===== config.mk =====
export PLATFORM = sky130hd
export DESIGN_NAME = du_ras_ctrl_flat
export DESIGN_NICKNAME = d
export VERILOG_FILES = /design/src/rtl/du_ras_if.sv /design/src/rtl/du_ras_ctrl.sv /design/src/flat_wrapper.sv
export SDC_FILE = /design/constraint.sdc
export NUM_CORES = 1
export LEC_CHECK = 0
export ABC_CLOCK_PERIOD_IN_PS = 3850
export CAP_MARGIN = 20
export CORE_MARGIN = 3
export CORE_UTILIZATION = 49
export CTS_CLUSTER_DIAMETER = 50
export DETAILED_ROUTE_END_ITERATION = 6
export PLACE_DENSITY = 0.88
export SLEW_MARGIN = 20
export SYNTH_ARGS = -nofsm -noshare
export SYNTH_HDL_FRONTEND = slang
export SYNTH_SLANG_ARGS = --single-unit

===== constraint.sdc =====
create_clock -name clk -period 3.85 [get_ports clk]
set_input_delay 0.5775 -clock clk [delete_from_list [all_inputs] [get_ports clk]]
set_output_delay 0.5775 -clock clk [all_outputs]
set_load 0.01 [all_outputs]

===== src/rtl/du_ras_if.sv =====
// du_ras_if: bundles the dispatch, RAS, prediction, CDB-resolution and
// status signals of the dispatch-side RAS controller.
//   master : environment side (fetch/decode, RAS, CDB); drives the
//            instruction, the RAS top-of-stack and the CDB resolution.
//   slave  : du_ras_ctrl side; drives stall, push/pop strobes, the
//            prediction, flush/redirect and the status counters.
interface du_ras_if #(
  parameter int RAS_WIDTH = 32,
  parameter int TAG_W     = 2,
  parameter int CNT_W     = 16
);
  logic                 if_valid;
  logic [RAS_WIDTH-1:0] if_pc;
  logic                 if_is_jal;
  logic                 if_is_jr31;
  logic                 du_stall;
  logic                 du_jal_push;
  logic [RAS_WIDTH-1:0] du_jal_push_din;
  logic                 du_jr31_pop;
  logic [RAS_WIDTH-1:0] du_jr31_pop_dout;
  logic                 du_jr31_pred_valid;
  logic [RAS_WIDTH-1:0] du_jr31_pred_target;
  logic [TAG_W-1:0]     du_jr31_pred_tag;
  logic                 cdb_jr31_valid;
  logic [TAG_W-1:0]     cdb_jr31_tag;
  logic [RAS_WIDTH-1:0] cdb_jr31_target;
  logic                 du_flush;
  logic [RAS_WIDTH-1:0] du_flush_target;
  logic [TAG_W:0]       du_pending_cnt;
  logic [CNT_W-1:0]     du_mispred_cnt;

  modport master (
    output if_valid, if_pc, if_is_jal, if_is_jr31, du_jr31_pop_dout,
           cdb_jr31_valid, cdb_jr31_tag, cdb_jr31_target,
    input  du_stall, du_jal_push, du_jal_push_din, du_jr31_pop,
           du_jr31_pred_valid, du_jr31_pred_target, du_jr31_pred_tag,
           du_flush, du_flush_target, du_pending_cnt, du_mispred_cnt
  );

  modport slave (
    input  if_valid, if_pc, if_is_jal, if_is_jr31, du_jr31_pop_dout,
           cdb_jr31_valid, cdb_jr31_tag, cdb_jr31_target,
    output du_stall, du_jal_push, du_jal_push_din, du_jr31_pop,
           du_jr31_pred_valid, du_jr31_pred_target, du_jr31_pred_tag,
           du_flush, du_flush_target, du_pending_cnt, du_mispred_cnt
  );
endinterface


===== src/rtl/du_ras_ctrl.sv =====
// du_ras_ctrl: dispatch-side return-address-stack controller.
//   jal     -> pushes if_pc+4 onto the RAS in the accept cycle.
//   jr $31  -> pops the RAS, forwards the popped address to fetch as the
//              predicted target and records it in a tagged pending table.
//   CDB     -> compares the actual target with the recorded one; a
//              mismatch raises a one-cycle registered flush/redirect and
//              clears the whole table.
// Ports: clk, reset (sync, active-high), bus (du_ras_if.slave).
module du_ras_ctrl #(
  parameter int RAS_WIDTH  = 32,
  parameter int PRED_DEPTH = 4,
  parameter int TAG_W      = $clog2(PRED_DEPTH),
  parameter int CNT_W      = 16
) (
  input  logic      clk,
  input  logic      reset,
  du_ras_if.slave   bus
);

  localparam logic [CNT_W-1:0] CNT_MAX = '1;

  function automatic logic [CNT_W-1:0] sat_inc(input logic [CNT_W-1:0] v);
    return (v == CNT_MAX) ? v : v + CNT_W'(1);
  endfunction

  logic [PRED_DEPTH-1:0] busy_p0;
  logic [PRED_DEPTH-1:0] busy_nxt;
  logic [RAS_WIDTH-1:0]  target_p0 [PRED_DEPTH];
  logic [TAG_W-1:0]      alloc_ptr_p0;
  logic                  flush_p1;
  logic [RAS_WIDTH-1:0]  flush_target_p1;
  logic [CNT_W-1:0]      mispred_cnt_p1;
  logic [TAG_W:0]        pending_cnt;

  logic is_jr;
  logic stall;
  logic accept;
  logic pop;
  logic cdb_hit;
  logic mispred;

  // ---- stage 0: dispatch decision and CDB check (combinational) ----
  // jal wins when both flags are set, so only a pure jr $31 allocates.
  assign is_jr   = bus.if_valid & bus.if_is_jr31 & ~bus.if_is_jal;
  // Stall on registered busy: a slot freed this cycle helps next cycle.
  assign stall   = ~reset & (flush_p1 | (is_jr & busy_p0[alloc_ptr_p0]));
  assign accept  = bus.if_valid & ~stall & ~reset;
  assign pop     = accept & is_jr;
  // Resolutions landing in the flush cycle refer to an already-cleared table.
  assign cdb_hit = bus.cdb_jr31_valid & busy_p0[bus.cdb_jr31_tag] & ~flush_p1;
  assign mispred = cdb_hit & (bus.cdb_jr31_target != target_p0[bus.cdb_jr31_tag]);

  assign bus.du_stall            = stall;
  assign bus.du_jal_push         = accept & bus.if_is_jal;
  assign bus.du_jal_push_din     = bus.if_pc + RAS_WIDTH'(4);
  assign bus.du_jr31_pop         = pop;
  assign bus.du_jr31_pred_valid  = pop;
  assign bus.du_jr31_pred_target = bus.du_jr31_pop_dout;
  assign bus.du_jr31_pred_tag    = alloc_ptr_p0;
  assign bus.du_flush            = flush_p1;
  assign bus.du_flush_target     = flush_target_p1;
  assign bus.du_pending_cnt      = pending_cnt;
  assign bus.du_mispred_cnt      = mispred_cnt_p1;

  // Allocation and resolution never target the same slot (one needs it
  // free, the other busy); a mispredict clear overrides both.
  always_comb begin
    busy_nxt = busy_p0;
    if (pop)     busy_nxt[alloc_ptr_p0] = 1'b1;
    if (cdb_hit) busy_nxt[bus.cdb_jr31_tag] = 1'b0;
    if (mispred) busy_nxt = '0;
  end

  always_comb begin
    pending_cnt = '0;
    for (int i = 0; i < PRED_DEPTH; i++)
      pending_cnt = pending_cnt + (TAG_W+1)'(busy_p0[i]);
  end

  // ---- stage 1: table, pointer, flush and statistics registers ----
  always_ff @(posedge clk) begin
    if (reset) begin
      busy_p0         <= '0;
      alloc_ptr_p0    <= '0;
      flush_p1        <= 1'b0;
      flush_target_p1 <= '0;
      mispred_cnt_p1  <= '0;
    end else begin
      busy_p0  <= busy_nxt;
      flush_p1 <= mispred;
      if (mispred) begin
        flush_target_p1 <= bus.cdb_jr31_target;
        mispred_cnt_p1  <= sat_inc(mispred_cnt_p1);
        alloc_ptr_p0    <= '0;
      end else if (pop) begin
        alloc_ptr_p0 <= alloc_ptr_p0 + TAG_W'(1);
      end
    end
  end

  // Target payload is only meaningful while its busy bit is set.
  always_ff @(posedge clk) begin
    if (pop) target_p0[alloc_ptr_p0] <= bus.du_jr31_pop_dout;
  end

endmodule


===== src/flat_wrapper.sv =====
// flat-port wrapper written by rule: the top's interface ports become plain ports
module du_ras_ctrl_flat 
#(
  parameter int RAS_WIDTH  = 32,
  parameter int PRED_DEPTH = 4,
  parameter int TAG_W      = $clog2(PRED_DEPTH),
  parameter int CNT_W      = 16
)
  (clk, reset, bus_if_valid, bus_if_pc, bus_if_is_jal, bus_if_is_jr31, bus_du_jr31_pop_dout, bus_cdb_jr31_valid, bus_cdb_jr31_tag, bus_cdb_jr31_target, bus_du_stall, bus_du_jal_push, bus_du_jal_push_din, bus_du_jr31_pop, bus_du_jr31_pred_valid, bus_du_jr31_pred_target, bus_du_jr31_pred_tag, bus_du_flush, bus_du_flush_target, bus_du_pending_cnt, bus_du_mispred_cnt);
  du_ras_if #(.RAS_WIDTH(RAS_WIDTH), .TAG_W(TAG_W), .CNT_W(CNT_W)) bus_i ();
  input  logic clk;
  input  logic reset;
  input wire logic [$bits(bus_i.if_valid)-1:0] bus_if_valid;
  input wire logic [$bits(bus_i.if_pc)-1:0] bus_if_pc;
  input wire logic [$bits(bus_i.if_is_jal)-1:0] bus_if_is_jal;
  input wire logic [$bits(bus_i.if_is_jr31)-1:0] bus_if_is_jr31;
  input wire logic [$bits(bus_i.du_jr31_pop_dout)-1:0] bus_du_jr31_pop_dout;
  input wire logic [$bits(bus_i.cdb_jr31_valid)-1:0] bus_cdb_jr31_valid;
  input wire logic [$bits(bus_i.cdb_jr31_tag)-1:0] bus_cdb_jr31_tag;
  input wire logic [$bits(bus_i.cdb_jr31_target)-1:0] bus_cdb_jr31_target;
  output wire logic [$bits(bus_i.du_stall)-1:0] bus_du_stall;
  output wire logic [$bits(bus_i.du_jal_push)-1:0] bus_du_jal_push;
  output wire logic [$bits(bus_i.du_jal_push_din)-1:0] bus_du_jal_push_din;
  output wire logic [$bits(bus_i.du_jr31_pop)-1:0] bus_du_jr31_pop;
  output wire logic [$bits(bus_i.du_jr31_pred_valid)-1:0] bus_du_jr31_pred_valid;
  output wire logic [$bits(bus_i.du_jr31_pred_target)-1:0] bus_du_jr31_pred_target;
  output wire logic [$bits(bus_i.du_jr31_pred_tag)-1:0] bus_du_jr31_pred_tag;
  output wire logic [$bits(bus_i.du_flush)-1:0] bus_du_flush;
  output wire logic [$bits(bus_i.du_flush_target)-1:0] bus_du_flush_target;
  output wire logic [$bits(bus_i.du_pending_cnt)-1:0] bus_du_pending_cnt;
  output wire logic [$bits(bus_i.du_mispred_cnt)-1:0] bus_du_mispred_cnt;
  assign bus_i.if_valid = bus_if_valid;
  assign bus_i.if_pc = bus_if_pc;
  assign bus_i.if_is_jal = bus_if_is_jal;
  assign bus_i.if_is_jr31 = bus_if_is_jr31;
  assign bus_i.du_jr31_pop_dout = bus_du_jr31_pop_dout;
  assign bus_i.cdb_jr31_valid = bus_cdb_jr31_valid;
  assign bus_i.cdb_jr31_tag = bus_cdb_jr31_tag;
  assign bus_i.cdb_jr31_target = bus_cdb_jr31_target;
  assign bus_du_stall = bus_i.du_stall;
  assign bus_du_jal_push = bus_i.du_jal_push;
  assign bus_du_jal_push_din = bus_i.du_jal_push_din;
  assign bus_du_jr31_pop = bus_i.du_jr31_pop;
  assign bus_du_jr31_pred_valid = bus_i.du_jr31_pred_valid;
  assign bus_du_jr31_pred_target = bus_i.du_jr31_pred_target;
  assign bus_du_jr31_pred_tag = bus_i.du_jr31_pred_tag;
  assign bus_du_flush = bus_i.du_flush;
  assign bus_du_flush_target = bus_i.du_flush_target;
  assign bus_du_pending_cnt = bus_i.du_pending_cnt;
  assign bus_du_mispred_cnt = bus_i.du_mispred_cnt;
  du_ras_ctrl #(.RAS_WIDTH(RAS_WIDTH), .PRED_DEPTH(PRED_DEPTH), .TAG_W(TAG_W), .CNT_W(CNT_W)) u_core (.clk(clk), .reset(reset), .bus(bus_i));
endmodule

Word-level counts from Yosys, hierarchy flattened
Memories as Yosys holds them, arrays and structs flattened.
Index checks and enable logic that the tools add are counted.
Word-level totals
  bits in registers: 55
  latch bits: 0
  memory bits (writable): 128
  ROM bits: 0
  input bits: 104
  memories: 1
Memories
  u_core.target_p0: depth 4, width 32, read ports 1, clocked after memory_dff 0, write ports 1, line du_ras_ctrl.sv:28  | logic [RAS_WIDTH-1:0] target_p0 [PRED_DEPTH];
Cells by class
  add/subtract/negate cells: 6
  multipliers: 0
  div/mod/pow operators: 0
  $lt $le $gt $ge: 4
  equality and inequality tests: 2
  shifts and indexed selects: 0
  mux-type cells: 12
  bitwise gates (word level): 20
  reduce and logical (&&, ||, !) cells: 4
Operators by type and width (number)
  $add 32x3->32 const B: 1
  $ne 32x32->1: 1
  $add 16x1->16 const B: 1
  $eq 16x16->1 const B: 1
  $and 1x1->1: 11
  $mux 4: 2
  $add 3x1->3: 2
  $lt 2x3->1 const B: 2
  $mux 1: 6
  $not 1->1: 5
  $and 4x4->4: 1
  $bmux 1 s2: 2
  $demux 1 s2: 2
  $ge 2x1->1 const B: 2
  $not 4->4: 1
  $or 4x4->4: 1
  $add 1x1->2: 1
  $add 2x1->2 const B: 1
  $logic_and 1x1->1: 2
  $reduce_and 2->1: 1
  $reduce_or 2->1: 1
  $or 1x1->1: 1

Longest topological paths before layout
Gate-level depths: netlist of the first run.
  word-level depth: 12
  mapped depth: 11

Least setup slack after synthesis of the first run
OpenSTA, ideal clock, no wires.
  kind: reg-to-reg
  from: register u_core.alloc_ptr_p0[0] (netlist: u_core.bus.du_jr31_pred_tag[0])
  to: memory u_core.target_p0[1][0], enable pin
  library setup time: 0.393 ns
  arrival time: 2.560 ns
  setup slack: 0.897 ns
  cell stages (with the launch flop): 4
  path buffers: 0
  cells stage by stage: dfxtp_1 > mux4_2 > nor4b_2 > and2_1
Between the ends
  longest elaborated chain between the ends: 11
Ends and longest elaborated chain
  start: declaration: line du_ras_ctrl.sv:29  | logic [TAG_W-1:0] alloc_ptr_p0;
  start signal: assignment: line du_ras_ctrl.sv:96  | alloc_ptr_p0 <= alloc_ptr_p0 + TAG_W'(1);
  $bmux 1 s2: line du_ras_ctrl.sv:46  | assign stall = ~reset & (flush_p1 | (is_jr & busy_p0[alloc_ptr_p0]));
  $mux 1 (not written as such): line du_ras_ctrl.sv:46
  $and 1x1->1: line du_ras_ctrl.sv:46
  $or 1x1->1: line du_ras_ctrl.sv:46
  $and 1x1->1: line du_ras_ctrl.sv:46
  $not 1->1: line du_ras_ctrl.sv:47  | assign accept = bus.if_valid & ~stall & ~reset;
  $and 1x1->1 (2 in series): line du_ras_ctrl.sv:47
  $and 1x1->1: line du_ras_ctrl.sv:48  | assign pop = accept & is_jr;
  via bus_du_jr31_pop: line flat_wrapper.sv:24  | output wire logic [$bits(bus_i.du_jr31_pop)-1:0] bus_du_jr31_pop;
  $mux 1: line du_ras_ctrl.sv:103  | if (pop) target_p0[alloc_ptr_p0] <= bus.du_jr31_pop_dout;
  $mux 1 (not written as such): line du_ras_ctrl.sv:103
  end: declaration: line du_ras_ctrl.sv:28
The timed path passes the listed nets, and every way through them passes these cells. The select of a mux whose other input is x is not followed.

Worst setup path after layout of the first run
  from: input bus_if_pc[4]
  to: output bus_du_jal_push_din[27]
Between the ends
  longest elaborated chain between the ends: 1
Ends and longest elaborated chain
  start: declaration: line flat_wrapper.sv:14  | input wire logic [$bits(bus_i.if_pc)-1:0] bus_if_pc;
  $add 32x3->32: line du_ras_ctrl.sv:55  | assign bus.du_jal_push_din = bus.if_pc + RAS_WIDTH'(4);
  end: declaration: line flat_wrapper.sv:23  | output wire logic [$bits(bus_i.du_jal_push_din)-1:0] bus_du_jal_push_din;
Every way passes these cells.

==> results of run 1 <==
==> kinds of logic (layout without fill, tap and decap cells) <==
family | Yosys count | count (layout) | share of synthesized area
buffers and inverters | 74 | 286 | 0.05634
XOR/XNOR | 62 | 62 | 0.06591
flip-flops | 183 | 183 | 0.6002
multiplexers | 70 | 70 | 0.1371
AO/OA/AOI/OAI | 30 | 30 | 0.02703
AND/OR/NAND/NOR | 159 | 159 | 0.09886
adder cells (fa/ha/maj) | 9 | 9 | 0.01458
==> layout make-up <==
| cell class | instances | area share |
|---|---|---|
| repair buffers | 240 | 0.2147 |
| well taps | 216 | 0.02453 |
| inverters | 14 | 0.004771 |
| clock inverters | 13 | 0.008860 |
| multi-input cells | 330 | 0.2590 |
| clock buffers | 19 | 0.03930 |
| flip-flops and latches | 183 | 0.4489 |
==> worst min path at each step <==
stage	start	end	slack, ns	cells past startpoint
final	u_core.bus.du_flush_target[2]$_SDFFE_PP0P_	u_core.bus.du_flush_target[2]$_SDFFE_PP0P_	0.49	2
after global routing	u_core.bus.du_flush_target[2]$_SDFFE_PP0P_	u_core.bus.du_flush_target[2]$_SDFFE_PP0P_	0.53	2
after CTS	u_core.bus.du_flush_target[2]$_SDFFE_PP0P_	u_core.bus.du_flush_target[2]$_SDFFE_PP0P_	0.50	2
after detailed placement	u_core.bus.du_flush_target[2]$_SDFFE_PP0P_	u_core.bus.du_flush_target[2]$_SDFFE_PP0P_	0.48	2
after global placement	u_core.bus.du_flush_target[15]$_SDFFE_PP0P_	u_core.bus.du_flush_target[15]$_SDFFE_PP0P_	0.47	2
after floorplan	u_core.busy_p0[1]$_SDFF_PP0_	u_core.busy_p0[1]$_SDFF_PP0_	0.49	1
==> tightest hold or removal path, delay by kind of cell, from the launching register on <==
kind | cells | cell delay (ns)
AND/OR/NAND/NOR | 1 | 0.07
flip-flops | 1 | 0.33
multiplexers | 1 | 0.06
==> cells in the mapped netlist (all sizes together) (3+ instances only) <==
| master | number |
|---|---|
| a31o | 10 |
| clkbuf | 12 |
| a211oi | 3 |
| edfxtp | 128 |
| nor3 | 4 |
| mux2 | 3 |
| xnor2 | 53 |
| xor2 | 9 |
| mux4 | 34 |
| nand3 | 15 |
| and3 | 18 |
| and2 | 8 |
| inv | 14 |
| dfxtp | 55 |
| nor2b | 6 |
| nand2 | 21 |
| ha | 8 |
| a21oi | 12 |
| nand4 | 23 |
| nor2 | 54 |
| buf | 48 |
| and4 | 4 |
| mux2i | 33 |
==> state kept, by name, indices dropped and copies added (netlist names) <==
signal and count:
u_core.bus.du_flush_target 32, u_core.bus.du_jr31_pred_tag 2, u_core.busy_p0 4, u_core.bus.du_mispred_cnt 16
u_core.target_p0 128, u_core.bus.du_flush 1
==> metal layers <==
layer  GRT usage  up-vias
met4     0.06271        2
met1      0.2522     2692
met5           0        -
met3     0.06018       30
met2      0.3933      258
li1            -     2540
==> where the power goes <==
group / internal, mW / switching, mW / total [mW]
registers: 2.11 / 0.00445 / 2.12
clock network: 0.833 / 0.736 / 1.57
logic: 0.234 / 0.175 / 0.409
==> timing repair <==
action                                  in CTS  in global routing
resized for setup                            0                  2
hold buffers                                 0                  0
endpoints found under the setup margin       0                  6
buffers inserted                             0                  0
==> results.py, run 1 <==
metrics = {
    "routing": {
        "dr.pass1.iters": 4,
        "ant_nets": 0,
        "wl_met2_um": 10470,
        "drc_errors": 0,
        "wl_um": 19820,
        "wl_met3_um": 1722,
        "via_per_inst": 5.440,
        "m1WireLength_um": 7311,
        "wl_per_cell_um": 19.52,
        "initialDrtViolationCount": 298,
        "vias": 5522,
        "top_layer": "met5",
    },
    "global_route": {
        "antenna_found_initial": 1,
        "grt_max_degree": 58,
        "grt_pass1_wl_um": 30450,
        "grt_overflow_total": 0,
        "grt_pass1_vias": 5751,
        "grt_usage": 0.2172,
    },
    "flow_run": {
        "cap_violations": 0,
    },
    "clocking": {
        "cts_buffers": 17,
        "clock-root-buffer": "clkbuf_16",
        "clkSlewWorstSetupHoldPaths_ns": 0.07,
        "clock_latency_ns": 0.42,
        "clockBufferDepth": 2,
        "htree_levels": 4,
        "cts.sinks": 183,
        "tritoncts": "yes",
    },
    "critical_path": {
        "crit_path_end_kind": "output pin",
        "cp_top_family": "buffers and inverters",
        "crit_type": "input port to output pin",
        "worst-path-stages": 9,
        "crit_path_max_fanout": 5,
        "reg2reg_depth": 4,
        "crit_end": "bus_du_jal_push_din[27]",
        "cp_num_buf_inv": 3,
        "path_cells": "clkdlybuf4s50_1 -> nand4_1 -> nor3_2 -> and3_1 -> nor2b_1 -> buf_4 -> nand3_1 -> xnor2_1 -> clkdlybuf4s50_1",
        "worst_setup_path_start_kind": "input port",
        "crit_start": "bus_if_pc[4]",
        "rrSetupSlack_ns": 0.93,
        "worstPathRequired_ns": 3.27,
        "r2r-end": "u_core.target_p0[1][8]$_DFFE_PP_",
        "worstPathArrival_ns": 3.10,
        "cp_slowest_cell": "clkdlybuf4s50_1",
        "crit_top_cell": "clkdlybuf4s50_1",
        "r2r-start": "u_core.bus.du_jr31_pred_tag[0]$_SDFFE_PP0P_",
        "critical-path-max-stage-delay_ns": 0.57,
    },
    "pwr": {
        "total_power_mw": 4.094,
        "p_leak_nw": 3.678,
        "vdd_drop_max_mv": 0.3039,
        "powerDensity_nw_per_um2": 371.6,
    },
    "synthesis": {
        "yosysTopAreaCellShare": 0.4665,
        "yosysTopAreaCell": "edfxtp_1",
        "ys.flop_type": "edfxtp_1",
        "syn-num-nets": 700,
        "yosysSeqAreaShare": 0.6002,
        "synth_cells": 587,
        "synthDistinctLibCells": 40,
        "synth_area_sq_um": 8239,
        "netlist_top_cells_area": "edfxtp_1, dfxtp_1, mux4_2",
        "synth_edf_count": 128,
        "async_flop_share": 0,
        "syn-mean-instance-area_sq_um": 14.04,
        "ys_warn_count": 0,
        "ys_ff_latch": 183,
    },
    "die": {
        "start_util": 0.5094,
        "core_sq_um": 16170,
        "pin_count": 226,
        "row_count": 46,
        "die_w_um": 135.7,
        "chipHeight_um": 135.7,
        "fp.dieArea_sq_um": 18410,
    },
    "placed_design": {
        "gp_congestion": 0.7710,
        "dpl.cell_count": 983,
        "placed_cell_area_sq_um": 10480,
        "port_buffers": 221,
        "hpwl_um": 14190,
        "pre_cts_ws_ns": 0.1249,
    },
    "sta": {
        "clock.fmax_mhz": 271.6,
        "finalHoldViolCount": 0,
        "slew_violations": 0,
        "fin_crit_sh": 0.9562,
        "worst_slack_ns": 0.1687,
        "layout_min_cycle_time_ns": 3.681,
        "rsz0062_at_grt": "no",
        "fin_setup_tns_ns": 0,
        "worst_pin_slew_ns": 0.8849,
        "whs_ns": 0.4934,
        "fin_skew_ns": 0.01304,
        "setup_violations": 0,
        "slew_headroom": 0.4084,
    },
    "final_layout": {
        "final_common_cell": "clkdlybuf4s50_1",
        "final_cell_mix": "clkdlybuf4s50_1, edfxtp_1, dfxtp_1",
        "register_area_sq_um": 4945,
        "nets": 899,
        "multi_input_area_sq_um": 2853,
        "finalInstanceArea_sq_um": 11020,
        "diodes": 0,
        "fin_cells": 1015,
        "nFillCells": 1071,
        "drive_above_1_share": 0.1264,
        "area_growth_pct": 33.70,
        "final_util": 0.6811,
    },
    "status": {
        "status": "complete, no violations",
    },
    "min_path": {
        "min_path_type": "flop to flop",
    },
}
(Power assumes the default switching activity.)
==> inputs of run 2 (changes only) <==
--- a/config.mk
+++ b/config.mk
@@ -11,7 +11,7 @@
 export CORE_UTILIZATION = 49
 export CTS_CLUSTER_DIAMETER = 50
 export DETAILED_ROUTE_END_ITERATION = 6
-export PLACE_DENSITY = 0.88
+export PLACE_DENSITY = 0.82
 export SLEW_MARGIN = 20
 export SYNTH_ARGS = -nofsm -noshare
 export SYNTH_HDL_FRONTEND = slang
==> results.py, run 2 (synthesis results as in run 1) <==
metrics = {
    "routing": {
        "dr.pass1.iters": 6,
        "via_per_inst": 5.421,
        "wl_um": 19150,
        "m1WireLength_um": 7458,
        "top_layer": "met4",
        "ant_nets": 0,
        "wl_per_cell_um": 18.98,
        "initialDrtViolationCount": 315,
        "wl_met3_um": 1675,
        "vias": 5470,
        "drc_errors": 0,
        "wl_met2_um": 9780,
    },
    "clocking": {
        "clock_latency_ns": 0.43,
        "htree_levels": 4,
        "cts_buffers": 17,
        "post_cts_resized": 0,
        "tritoncts": "yes",
        "post_cts_buffers": 0,
        "clockBufferDepth": 2,
        "clkSlewWorstSetupHoldPaths_ns": 0.07,
        "hold_buffers": 0,
        "cts.sinks": 183,
        "clock-root-buffer": "clkbuf_16",
    },
    "sta": {
        "worst_pin_slew_ns": 0.8187,
        "slew_headroom": 0.4526,
        "setup_violations": 0,
        "clock.fmax_mhz": 271.2,
        "fin_crit_sh": 0.9577,
        "slew_violations": 0,
        "rsz0062_at_grt": "no",
        "fin_skew_ns": 0.009382,
        "fin_setup_tns_ns": 0,
        "worst_slack_ns": 0.1630,
        "finalHoldViolCount": 0,
        "layout_min_cycle_time_ns": 3.687,
    },
    "pwr": {
        "powerDensity_nw_per_um2": 387.1,
        "p_leak_nw": 3.701,
        "vdd_drop_max_mv": 0.3891,
        "total_power_mw": 4.296,
    },
    "die": {
        "chipHeight_um": 135.7,
        "row_count": 46,
        "pin_count": 226,
        "die_w_um": 135.7,
        "start_util": 0.5094,
        "fp.dieArea_sq_um": 18410,
        "core_sq_um": 16170,
    },
    "final_layout": {
        "drive_above_1_share": 0.1173,
        "diodes": 0,
        "nets": 893,
        "final_util": 0.6862,
        "final_cell_mix": "clkdlybuf4s50_1, edfxtp_1, dfxtp_1",
        "max_flop_register": "u_core.target_p0",
        "largest_register_ffs": 128,
        "area_growth_pct": 34.70,
        "nFillCells": 1074,
        "final_common_cell": "clkdlybuf4s50_1",
    },
    "global_route": {
        "grt_overflow_total": 0,
        "grt_usage": 0.2107,
        "grt_pass1_vias": 5678,
        "grt_max_degree": 38,
        "grt_pass1_wl_um": 29620,
        "antenna_found_initial": 0,
    },
    "critical_path": {
        "rrSetupSlack_ns": 1.08,
        "reg2reg_depth": 8,
        "crit_path_end_kind": "output pin",
        "crit_path_max_fanout": 7,
        "worstPathArrival_ns": 3.11,
        "critical-path-max-stage-delay_ns": 0.56,
        "worst_setup_path_start_kind": "input port",
        "r2r-end": "u_core.busy_p0[0]$_SDFF_PP0_",
        "worstPathRequired_ns": 3.27,
        "cp_slowest_cell": "clkdlybuf4s50_1",
        "r2r-start": "u_core.target_p0[3][0]$_DFFE_PP_",
        "crit_type": "input port to output pin",
        "path_cells": "clkdlybuf4s50_1 -> nand4_1 -> nor3_1 -> and3_1 -> nor2b_1 -> buf_4 -> nand2_1 -> nor2_1 -> xor2_1 -> clkdlybuf4s50_1",
        "crit_top_cell": "clkdlybuf4s50_1",
    },
    "placed_design": {
        "port_buffers": 221,
        "gp_congestion": 0.8171,
        "hpwl_um": 14110,
        "pre_cts_ws_ns": 0.06292,
    },
    "flow_run": {
        "cap_violations": 0,
    },
    "status": {
        "status": "complete, no violations",
    },
    "min_path": {
        "hold_end": "u_core.bus.du_flush_target[7]$_SDFFE_PP0P_",
        "min-delay-start": "u_core.bus.du_flush_target[7]$_SDFFE_PP0P_",
        "holdPathStages": 2,
        "min_path_type": "flop to flop",
    },
}
## run 2: cell types whose count changed in the layout (fill, tap and decap cells not counted), sizes merged
cell,before,now
bufinv,0,3
buf,22,16
inv,18,19
clkinvlp,3,0
clkbuf,19,18
## run 2: where the power goes
part	internal (mW)	switching [mW]	leakage (nW)
clock	1.03	0.741	0.296
sequential	2.11	0.00427	1.60
combinational	0.236	0.174	1.81
total	3.38	0.920	3.70
## run 2: per-stage QoR
stage	instance area, sq um	instances	hold WS, ns
floorplan	8239	587	0.4879
global placement	10490	977	0.4713
detailed placement	10490	977	0.4797
CTS	11090	1009	0.4967
global route	11100	1009	0.5203
finish	11100	1009	0.4916
## run 2: cell type report
class | count | area [sq um] | share of cell area
flip-flops and latches | 183 | 4945 | 0.4455
multi-input cells | 330 | 2848 | 0.2566
repair buffers | 234 | 2382 | 0.2147
clock buffers | 18 | 429.2 | 0.03867
well taps | 216 | 270.3 | 0.02435
clock inverters | 14 | 171.4 | 0.01545
inverters | 14 | 52.55 | 0.004735
## run 2: worst max path at each step
stage / from / endpoint / slack [ns]
global placement: bus_if_pc[4] / bus_du_jal_push_din[28] / 0.20
detailed placement: bus_if_pc[2] / bus_du_jal_push_din[28] / 0.06
CTS: bus_if_pc[2] / bus_du_jal_push_din[28] / 0.04
finish: bus_if_pc[4] / bus_du_jal_push_din[31] / 0.16
floorplan: u_core.bus.du_jr31_pred_tag[0]$_SDFFE_PP0P_ / u_core.target_p0[1][0]$_DFFE_PP_ / 0.90
global route: bus_if_pc[2] / bus_du_jal_push_din[30] / 0.04
## run 2: critical path, delay by kind of cell
kind,cells,cell delay [ns]
XOR/XNOR,1,0.15
AND/OR/NAND/NOR,6,1.10
buffers and inverters,3,1.28
## run 2: routing by layer
metal,up-vias,GRT usage
li1,2519,-
met1,2669,0.2523
met2,260,0.3778
met3,22,0.05349
met4,0,0.05879
met5,-,0
==> RTL edit 1, RTL diff (flow settings as in run 1) <==
Reset style: asynchronous (`reset`), changed in one clocked block.
--- a/src/rtl/du_ras_ctrl.sv
+++ b/src/rtl/du_ras_ctrl.sv
@@ -78,7 +78,7 @@
   end
 
   // ---- stage 1: table, pointer, flush and statistics registers ----
-  always_ff @(posedge clk) begin
+  always_ff @(posedge clk or posedge reset) begin
     if (reset) begin
       busy_p0         <= '0;
       alloc_ptr_p0    <= '0;
Behaviour: differs if reset is asserted again (counterexample within 4 cycles, from zero or initial values and one cycle with reset high); with reset held inactive, the same outputs for 4 cycles.
==> RTL edit 1 against run 1 <==
- routed wire length fell by 1.3%
- sequential cell count did not move
- design area rose by 1.1%
- synthesized area rose by 0.12%
- maximum frequency fell by 1.7%
- non-clock buffer count fell by 4
- die area rose by 0.12%
- worst setup slack got worse by 0.064 ns
- synthesized cell count fell by 13%
- via count fell by 5.9%
- hold slack improved by 0.0091 ns
- critical path type unchanged
- largest cell class unchanged
Power is not compared: it rests on default switching activity, and its combinational part moved more than twofold at a synthesized area within 25%.
==> RTL edit 1: results (changes against run 1) <==
* Synth Area in Adders at 1.456% (-0.0018 points)
* Initial antenna violation count at 0 (-1)
* Final non-filler cell total at 944 (-7.0%)
* Mapped Cells at 510 (-13%)
* Hold depth at 1 (-1)
* Share of layout cells above drive strength 1 at 17.17% (+4.5 points)
* Post-synthesis mux area share at 14.91% (+1.2 points)
* GR Util met2 at 38.91% (-0.41 points)
* Outcome: completed
* Final HPWL DP at 14,030 um (-1.1%)
* GR Util met1 at 25.53% (+0.31 points)
* GRT met3 Usage at 5.201% (-0.82 points)
* Top Layer Used: met4
* Slew HR at 47.34% (+6.5 points)
* Pin count of the biggest net entering global routing at 38 (-34%)
* Via count of the first global-routing pass at 5,548 (-3.5%)
* Critical Path AT at 3.17 ns (+0.07 ns)
* Cell variety after synth at 35 (-13%)
* Placed cell area at 10,540 sq um (+0.62%)
* First-pass GRT wire length at 30,060 um (-1.3%)
* Post-Place Cells at 912 (-7.2%)
* Synth cell count leaders: edfxtp_1, xnor2_1, dfrtp_1
* WL met3 at 1602 um (-7.0%)
* Routed via count at 5,194 (-5.9%)
* Hold Crit Start: u_core.bus.du_mispred_cnt[10]$_DFFE_PP0P_
* Critical Path Sink: bus_du_jal_push_din[28]
* Fin nets at 828 (-7.9%)
## RTL edit 1: cell types whose count changed after synthesis, moves of 8 or more
cell             run 1  this run
dfrtp_1              0        55
dfxtp_1             55         0
mux2i_1             33         1
nor2_1              54        22
mux2_4               0        19
mux2_2               2        15
xnor2_1             53        65
clkbuf_1            12         2
a31o_1               9         0
and3_1              18        10
nand2_1             21        13
## RTL edit 1: stage by stage
step	setup slack, ns	hold WS [ns]
floorplan	0.8874	0.5251
global placement	0.2216	0.4914
detailed placement	0.03650	0.4948
CTS	0.04390	0.5069
global route	0.03540	0.5227
finish	0.1050	0.5025
## RTL edit 1: worst max-delay path: cells and delay by family
family / cells / cell delay [ns]
simple gates: 4 / 1.05
fa+ha+maj: 1 / 0.23
buf+inv: 2 / 1.12
xor+xnor: 1 / 0.19
## RTL edit 1: cell type report
type	instances	area [sq um]
clock inverters	11	121.4
multi-input cells	266	2638
fillers	1017	5035
clock buffers	21	470.5
repair buffers	236	2377
inverters	11	41.29
well taps	216	270.3
flip-flops and latches	183	5220
==> RTL edit 2, RTL diff (settings of run 1) <==
Without the edit above. `RAS_WIDTH` is set to 32 in 3 places; all go to 48.
--- a/src/rtl/du_ras_if.sv
+++ b/src/rtl/du_ras_if.sv
@@ -5,7 +5,7 @@
 //   slave  : du_ras_ctrl side; drives stall, push/pop strobes, the
 //            prediction, flush/redirect and the status counters.
 interface du_ras_if #(
-  parameter int RAS_WIDTH = 32,
+  parameter int RAS_WIDTH = 48,
   parameter int TAG_W     = 2,
   parameter int CNT_W     = 16
 );
--- a/src/rtl/du_ras_ctrl.sv
+++ b/src/rtl/du_ras_ctrl.sv
@@ -7,7 +7,7 @@
 //              clears the whole table.
 // Ports: clk, reset (sync, active-high), bus (du_ras_if.slave).
 module du_ras_ctrl #(
-  parameter int RAS_WIDTH  = 32,
+  parameter int RAS_WIDTH  = 48,
   parameter int PRED_DEPTH = 4,
   parameter int TAG_W      = $clog2(PRED_DEPTH),
   parameter int CNT_W      = 16
--- a/src/flat_wrapper.sv
+++ b/src/flat_wrapper.sv
@@ -1,7 +1,7 @@
 // flat-port wrapper written by rule: the top's interface ports become plain ports
 module du_ras_ctrl_flat 
 #(
-  parameter int RAS_WIDTH  = 32,
+  parameter int RAS_WIDTH  = 48,
   parameter int PRED_DEPTH = 4,
   parameter int TAG_W      = $clog2(PRED_DEPTH),
   parameter int CNT_W      = 16
Ports: changed (6 resized); port bits go from 226 to 322. No check against the original RTL was run, so the function may have changed too.
==> RTL edit 2 against run 1 <==
- sequential power rose by 44%
- synthesized area rose by 42%
- routed wire length rose by 53%
- total power rose by 55%
- critical path type unchanged
- worst setup slack barely moved
- sequential cell count rose by 80
- clock skew fell by 0.0027 ns
- largest power group unchanged
- count of clock-buffer cells in the layout rose by 17
- register-to-register slack got worse by 0.12 ns
- core utilization rose by 1.5 points
- design area rose by 46%
==> RTL edit 2: results (changes against run 1) <==
* Outcome: completed
* GP Congestion at 0.9031 (+17%)
* Synth cell count leaders: edfxtp_1, xnor2_1, nor2_1
* Drt initial violations at 424 (+42%)
* # fillers at 1,543 (+44%)
* FF-to-FF End: u_core.bus.du_flush_target[34]$_SDFFE_PP0P_
* Skew final at 0.01031 ns (-0.002736 ns)
* IO buf count at 317 (+43%)
* Worst r2r src: u_core.target_p0[3][35]$_DFFE_PP_
* Pin count of the biggest net entering global routing at 55 (-5.2%)
* R2R cell count at 8 (+4)
* Routed wire length at 30,400 um (+53%)
* Pleak at 0.005357 uW (+46%)
* WHS at 0.4938 ns (+0.0003840 ns)
* CTS H-tree lvls at 1 (-3)
* Largest register FFs at 192 (+50%)
* Slew HR at 52.37% (+12 points)
* First-pass GRT wire length at 46,140 um (+52%)
* Share of layout cells above drive strength 1 at 14.04% (+1.4 points)
* Mapped Cells at 802 (+37%)
* Pre-CTS setup slack at 0.08620 ns (-0.03874 ns)
* VDD IR-drop max at 0.3435 mV (+13%)
* Hold Crit Start: u_core.bus.du_flush_target[8]$_SDFFE_PP0P_
* CP max stage delay at 0.55 ns (-0.02 ns)
* Final HPWL DP at 21,470 um (+51%)
* Initial antenna violation count at 0 (-1)
* Clock Latency Late Sink at 0.53 ns (+0.11 ns)
* CP max FO at 6 (+1)
* Reg2Reg Setup Slack at 0.81 ns (-0.12 ns)
## RTL edit 2: changes by cell type in the layout (fill, tap and decap cells not counted), moves of 21 or more
| cell | before | now |
|---|---|---|
| clkdlybuf4s50_1 | 218 | 311 |
| edfxtp_1 | 128 | 192 |
| xnor2_1 | 53 | 80 |
| nor2_1 | 54 | 75 |
## RTL edit 2: metal layers
layer | part of all wire (%) | wire length [um] | track usage, % | up-vias
met5 | 0 | 0 | 0 | -
met4 | 3.1 | 934 | 7.337 | 0
met3 | 7.1 | 2149 | 5.184 | 60
met2 | 53 | 16020 | 41.98 | 329
met1 | 37 | 11290 | 26.53 | 3824
li1 | - | - | - | 3544
## RTL edit 2: kinds of logic after synthesis
logic type,share of synthesized area (%)
flops,61.43
simple gates,9.005
mux,14.30
buf+inv,5.347
xor+xnor,6.962
compound gates,1.936
fa+ha+maj,1.027
## RTL edit 2: worst max-delay path by stage
| stage | slack, ns | cells past startpoint | end |
|---|---|---|---|
| 2_1_floorplan | 0.52 | 3 | u_core.target_p0[1][0]$_DFFE_PP_ |
| 3_3_place_gp | 0.15 | 10 | bus_du_jal_push_din[43] |
| 3_5_place_dp | 0.09 | 10 | u_core.bus.du_flush_target[34]$_SDFFE_PP0P_ |
| 4_1_cts | 0.1 | 10 | bus_du_jal_push_din[40] |
| 5_1_grt | -0.04 | 10 | bus_du_jal_push_din[43] |
| 6_report | 0.17 | 10 | bus_du_jal_push_din[40] |
## RTL edit 2: what timing repair did
item,4_1_cts,5_1_grt
resized for setup,0,8
setup buffers,0,0
setup endpoints to repair,0,11
## RTL edit 2: final cells by class
class | instances | area (sq um) | share of cell area (%)
clock buffers | 36 | 802.0 | 4.998
clock inverters | 16 | 133.9 | 0.8342
inverters | 14 | 52.55 | 0.3275
multi-input cells | 439 | 3913 | 24.38
flip-flops and latches | 263 | 7187 | 44.78
well taps | 313 | 391.6 | 2.440
repair buffers | 357 | 3568 | 22.24
## RTL edit 2: power by group
part           internal [uW]  switching (uW)
registers               3050            5.69
logic                    355             269
clock network           1550            1100
## RTL edit 2: worst max-delay path: cells and delay by family
family | cells | cell delay, ns
XOR/XNOR | 1 | 0.16
buffers and inverters | 3 | 1.22
AND/OR/NAND/NOR | 6 | 1.15
## RTL edit 2: per-stage QoR
stage | instance area (sq um) | util [%] | power (uW)
final | 16050 | 69.61 | 6334
after global routing | 16050 | 69.61 | 6522
after CTS | 16030 | 69.53 | 6375
after global placement | 15090 | 65.47 | 3730
after detailed placement | 15090 | 65.47 | 3743
after floorplan | 11700 | - | 3381
